<file path="src/rtl/seg_scan_driver.sv">
//----------------------------------------------------------------------------
// seg_scan_driver
//
// Time-multiplexed driver for a DIGITS-wide common-anode seven-segment
// display. Keeps a shadow copy of the hex word, the per-digit decimal points
// and the per-digit blank flags. Lights one digit at a time for CLK_DIV
// cycles. Between digits it inserts a single all-dark guard cycle so that a
// segment pattern never ghosts onto its neighbour.
//
// Parameters:
//   DIGITS   number of digits scanned (1..8)
//   CLK_DIV  cycles each digit stays lit (>= 2)
//
// Ports:
//   clk        system clock, rising edge
//   rst_n      asynchronous active-low reset
//   load       shadow capture strobe
//   data_in    hex nibbles, nibble i at [4i+3:4i], digit 0 least significant
//   dp_in      decimal point request per digit, active-high
//   blank_in   force digit dark, active-high
//   seg_out    segments g..a, active-low, registered
//   dp_out     decimal point, active-low, registered
//   dig_sel    one-cold digit enable, active-low, registered
//   scan_done  one-cycle pulse when the scan wraps back to digit 0
//
// Optional feature macro: LEADING_ZERO_BLANK_EN
//   When defined, a digit whose nibble is zero and whose more significant
//   nibbles are all zero is shown dark (digit 0 excepted). Its decimal point
//   still follows dp_in. When undefined, leading zeros are displayed.
//----------------------------------------------------------------------------
module seg_scan_driver #(
   parameter int DIGITS  = 4,
   parameter int CLK_DIV = 50000
) (
   input  logic                  clk,
   input  logic                  rst_n,
   input  logic                  load,
   input  logic [4*DIGITS-1:0]   data_in,
   input  logic [DIGITS-1:0]     dp_in,
   input  logic [DIGITS-1:0]     blank_in,
   output logic [6:0]            seg_out,
   output logic                  dp_out,
   output logic [DIGITS-1:0]     dig_sel,
   output logic                  scan_done
);

   localparam int IW = (DIGITS > 1) ? $clog2(DIGITS) : 1;
   localparam int PW = $clog2(CLK_DIV);
   localparam logic [IW-1:0] LAST_IDX  = IW'(DIGITS - 1);
   localparam logic [PW-1:0] PRESC_MAX = PW'(CLK_DIV - 1);
   localparam logic [6:0]    DARK      = 7'h7F;

   typedef enum logic {
      GUARD,
      SCAN
   } state_t;

   state_t                stateQ;
   logic [IW-1:0]         idxQ;
   logic [IW-1:0]         idxD;
   logic [PW-1:0]         prescQ;

   logic [4*DIGITS-1:0]   shadowDataQ;
   logic [DIGITS-1:0]     shadowDpQ;
   logic [DIGITS-1:0]     shadowBlankQ;

   logic [6:0]            segQ;
   logic [6:0]            segD;
   logic                  dpOutQ;
   logic                  dpOutD;
   logic [DIGITS-1:0]     selQ;
   logic [DIGITS-1:0]     selD;
   logic                  doneQ;
   logic [DIGITS-1:0]     lzDark;
   logic [3:0]            nibD;

   // Hex nibble to active-low segment pattern, bit 6 = g down to bit 0 = a.
   function automatic logic [6:0] glyphOf(input logic [3:0] nib);
      logic [6:0] g;
      case (nib)
         4'h0: g = 7'h40;
         4'h1: g = 7'h79;
         4'h2: g = 7'h24;
         4'h3: g = 7'h30;
         4'h4: g = 7'h19;
         4'h5: g = 7'h12;
         4'h6: g = 7'h02;
         4'h7: g = 7'h78;
         4'h8: g = 7'h00;
         4'h9: g = 7'h10;
         4'hA: g = 7'h08;
         4'hB: g = 7'h03;
         4'hC: g = 7'h46;
         4'hD: g = 7'h21;
         4'hE: g = 7'h06;
         default: g = 7'h0E;
      endcase
      return g;
   endfunction

   // Shadow copy of the display contents. Captured on any edge with load
   // high, so the scan always works from a stable snapshot even when the
   // register logic upstream is changing data_in every cycle.
   always_ff @(posedge clk or negedge rst_n) begin
      if (!rst_n) begin
         shadowDataQ  <= '0;
         shadowDpQ    <= '0;
         shadowBlankQ <= '0;
      end else if (load) begin
         shadowDataQ  <= data_in;
         shadowDpQ    <= dp_in;
         shadowBlankQ <= blank_in;
      end
   end

   // Leading-zero suppression mask. Walk down from the most significant
   // digit and keep marking digits dark while every nibble seen so far is
   // zero. Digit 0 is never included so a value of zero still shows "0".
   always_comb begin
      lzDark = '0;
`ifdef LEADING_ZERO_BLANK_EN
      begin
         logic upperZero;
         upperZero = 1'b1;
         for (int i = DIGITS - 1; i >= 1; i--) begin
            upperZero = upperZero & (shadowDataQ[4*i +: 4] == 4'h0);
            lzDark[i] = upperZero;
         end
      end
`endif
   end

   // Everything the next lit digit will show, computed from the shadow as
   // it stands before the entry edge. A load coinciding with that edge is
   // therefore only seen from the following digit onwards.
   always_comb begin
      idxD   = (idxQ == LAST_IDX) ? '0 : idxQ + 1'b1;
      nibD   = shadowDataQ[4*idxD +: 4];
      segD   = glyphOf(nibD);
      dpOutD = ~shadowDpQ[idxD];
      if (lzDark[idxD]) begin
         segD = DARK;
      end
      if (shadowBlankQ[idxD]) begin
         segD   = DARK;
         dpOutD = 1'b1;
      end
      selD = ~(DIGITS'(1) << idxD);
   end

   // Scan FSM. GUARD is a single dark cycle; on leaving it the next digit
   // is latched into the output registers and stays frozen for the whole
   // SCAN interval. The prescaler runs only while a digit is lit, so a digit
   // occupies CLK_DIV cycles and a frame DIGITS*(CLK_DIV+1) cycles.
   // Reset parks the index on the last digit so the first entry is digit 0.
   always_ff @(posedge clk or negedge rst_n) begin
      if (!rst_n) begin
         stateQ <= GUARD;
         idxQ   <= LAST_IDX;
         prescQ <= '0;
         segQ   <= DARK;
         dpOutQ <= 1'b1;
         selQ   <= '1;
         doneQ  <= 1'b0;
      end else begin
         case (stateQ)
            GUARD: begin
               stateQ <= SCAN;
               idxQ   <= idxD;
               prescQ <= '0;
               segQ   <= segD;
               dpOutQ <= dpOutD;
               selQ   <= selD;
               doneQ  <= (idxD == '0);
            end
            SCAN: begin
               doneQ <= 1'b0;
               if (prescQ == PRESC_MAX) begin
                  stateQ <= GUARD;
                  prescQ <= '0;
                  segQ   <= DARK;
                  dpOutQ <= 1'b1;
                  selQ   <= '1;
               end else begin
                  prescQ <= prescQ + 1'b1;
               end
            end
         endcase
      end
   end

   assign seg_out   = segQ;
   assign dp_out    = dpOutQ;
   assign dig_sel   = selQ;
   assign scan_done = doneQ;

endmodule

</file>
<file path="config.mk">
export PLATFORM = sky130hd
export DESIGN_NAME = seg_scan_driver
export DESIGN_NICKNAME = d
export VERILOG_FILES = /design/src/rtl/seg_scan_driver.sv
export SDC_FILE = /design/constraint.sdc
export NUM_CORES = 1
export LEC_CHECK = 0
export ABC_AREA = 1
export CAP_MARGIN = 20
export CELL_PAD_IN_SITES_DETAIL_PLACEMENT = 1
export CELL_PAD_IN_SITES_GLOBAL_PLACEMENT = 2
export CORE_ASPECT_RATIO = 1.2
export CORE_MARGIN = 2
export CORE_UTILIZATION = 33
export CTS_CLUSTER_SIZE = 24
export DETAILED_ROUTE_END_ITERATION = 10
export PLACE_DENSITY_LB_ADDON = 0.1
export REMOVE_ABC_BUFFERS = 1
export SLEW_MARGIN = 20
export SYNTH_ARGS = -nofsm -noshare
export SYNTH_HDL_FRONTEND = slang
export SYNTH_SLANG_ARGS = --single-unit
</file>
<file path="constraint.sdc">
create_clock -name clk -period 3.1 [get_ports clk]
set_clock_uncertainty 0.05 [all_clocks]
set_input_delay 0.465 -clock clk [delete_from_list [all_inputs] [get_ports clk]]
set_output_delay 0.465 -clock clk [all_outputs]
set_load 0.005 [all_outputs]
</file>
==> out/metrics.cfg <==
[place]
pre_cts_slack_ns = 0.649
port_buffers = 39
gp_congestion = 0.840
hpwlAfterDp_um = 5800

[critical_path]
critPathTopFamily = flip-flops
required_ns = 3.31
crit_slowest_cell = dfstp_2
path_cells = inv_2 > ha_1 > inv_2 > o211ai_1 > nand2_2 > inv_1 > ha_1 > nand3_1 > nor2_2 > nor2_1 > a21oi_2
cp_max_fo = 10
worstSetupPathType = register to register
cpPeakStageDelay_ns = 0.64
start_kind = register
arrival_ns = 2.66
path_buf_inv = 3
cp-end-kind = register

[floorplan]
die_h_um = 110
dieArea_um2 = 10100
fp.coreArea_um2 = 9030
io_pins = 40
placementRows = 38
start_util = 0.340
die_w_um = 92.0

[sta]
grt_setup_unrepaired = no
setup_tns_ns = 0
relSlewSlack = 0.663
finalCritPeriodShare = 0.790
setup_ws_ns = 0.650
tightest_slew_ns = 0.505
fmax_mhz = 408
finalHoldViolCount = 0
drv_slew = 0
min_period_ns = 2.45
setup_viol = 0

[clock_network]
postCtsSetupBuffers = 0
cts.path.max_buffers = 2
numCtsBuffers = 5
clock-root-buffer = clkbuf_8
clk_latency_ns = 0.33
numClockSinks = 56
cts-resized-gates = 0
htreeDepth = 2
hold_buffers = 0
clkSlewWorstSetupHoldPaths_ns = 0.11
cts_tree = yes

[synth]
ys_seq_elements = 56
synth_compound_area_frac = 0.0644
synth-xor-area-share = 0.00571
syn-cell-area_um2 = 3070
synth_top_family_by_area = simple AND/OR/NAND/NOR gates
syn_inst = 372
synth_top_cell_area_share = 0.342
synthMuxAreaShare = 0.0330
syn_avg_cell_area_um2 = 8.25
synth_area_leaders = dfrtp_1 34%, dfstp_2 12%, nand2_1 11%, inv_1 5.7%, nor2_1 5.1%
synth_warnings = 0
ys_seq_area_frac = 0.462
synthSimpleGateAreaFrac = 0.305
netlist.top_cell.by_area = dfrtp_1
synth_cell_types = 28
synthAdderAreaFrac = 0.0489

[layout]
diodes = 0
layout_commonest_cell = nand2_1
nets = 452
syn_to_final_growth_pct = 19.6
final_cell_mix = 89 x nand2_1, 47 x inv_1, 42 x nor2_1, 42 x dfrtp_1, 38 x clkdlybuf4s50_1
drive_gt1_frac = 0.162

[grt]
grt_use_total = 0.165
grt_pass1_wl_um = 12900
grt_remaining_overflow = 0
grt_max_degree = 40
antenna_found_initial = 0
grt_pass1_vias = 2672

[detailed_routing]
drt-pass1-iter-count = 4
drc_errors = 0
drt_iter0_drc = 65
num_vias = 2482
drt-total-wl_um = 7540
drtAntennaViolNets = 0
via_per_inst = 4.65
wire_per_inst_um = 14.1

[job]
max_cap_violations = 0

[pwr]
power_leakage_uw = 0.00171
p_per_area_nw_per_um2 = 394
power.total_uw = 1450
max-vdd-ir-drop_mv = 0.213

[worst_hold_path]
hp-class = input pin to async pin

[outcome]
outcome = complete, no violations

-- worst reg2reg max path: stages, from the launching register on --
cell	delay (ns)
dfstp_2	0.64
inv_2	0.09
ha_1	0.32
inv_2	0.18
o211ai_1	0.16
nand2_2	0.14
inv_1	0.10
ha_1	0.29
nand3_1	0.11
nor2_2	0.12
nor2_1	0.05
a21oi_2	0.13
-- power by group --
group / internal [uW] / switching (uW) / total (uW)
registers: 774 / 18.2 / 792
clock network: 184 / 268 / 452
logic: 94.7 / 109 / 203
total: 1050 / 394 / 1450
-- sequential cells by signal, indices dropped and copies added (netlist names) --
signal,flops
seg_out,7
dp_out,1
prescQ,16
shadowBlankQ,4
idxQ,2
dig_sel,4
scan_done,1
stateQ,1
shadowDpQ,4
shadowDataQ,16
-- through the flow --
step / utilization / cell area [um^2] / instances / hold slack [ns]
6_report: 0.406 / 3670 / 534 / 0.0193
2_1_floorplan: - / 3010 / 363 / 0.119
3_3_place_gp: 0.396 / 3570 / 526 / 0.400
3_5_place_dp: 0.396 / 3570 / 526 / 0.404
5_1_grt: 0.406 / 3670 / 534 / 0.0362
4_1_cts: 0.406 / 3670 / 534 / 0.0400
-- cells by family after synthesis --
group	after synthesis
simple gates	196
compound gates	38
buf+inv	59
fa+ha+maj	12
flops	56
xor+xnor	2
mux	9
-- layout make-up --
class                      count  area, um^2
tap                          120         150
timing repair buffer          43         415
fill                        1089        5360
inverter                      50         188
clock buffer                   6        82.6
multi-input combinational    257        1400
sequential                    56        1420
clock inverter                 2        13.8
-- synth_stat cells, drive strengths merged --
cell / instances
dfrtp: 42
inv: 50
o21ai: 22
a21oi: 14
a31oi: 1
xor2: 2
nor3b: 3
nand3b: 1
dfstp: 14
ha: 12
nor2: 48
nand3: 28
nor3: 13
clkbuf: 4
mux2: 9
nand4: 4
buf: 5
nand2: 99
o211ai: 1
-- worst paths after layout --
kind | slack, ns | cells past startpoint | to | from
min | 0.02 | 1 | prescQ[5]$_DFF_PN0_ | rst_n
max in group asynchronous | 2.08 | 2 | seg_out[6]$_DFFE_PN1P_ | rst_n
min in group clk | 0.42 | 1 | prescQ[0]$_DFF_PN0_ | prescQ[0]$_DFF_PN0_
max reg2reg | 0.65 | 11 | seg_out[1]$_DFFE_PN1P_ | idxQ[0]$_DFFE_PN1N_
min reg2reg | 0.42 | 1 | prescQ[0]$_DFF_PN0_ | prescQ[0]$_DFF_PN0_
max | 0.65 | 11 | seg_out[1]$_DFFE_PN1P_ | idxQ[0]$_DFFE_PN1N_
-- routing by layer --
metal	wire (um)	up-vias	track usage
met3	194	7	0.0274
met5	0	-	0
met4	108	0	0.0512
li1	-	1249	-
met2	3930	29	0.305
met1	3300	1197	0.196
No activity file was read; power rests on OpenSTA's default activity.
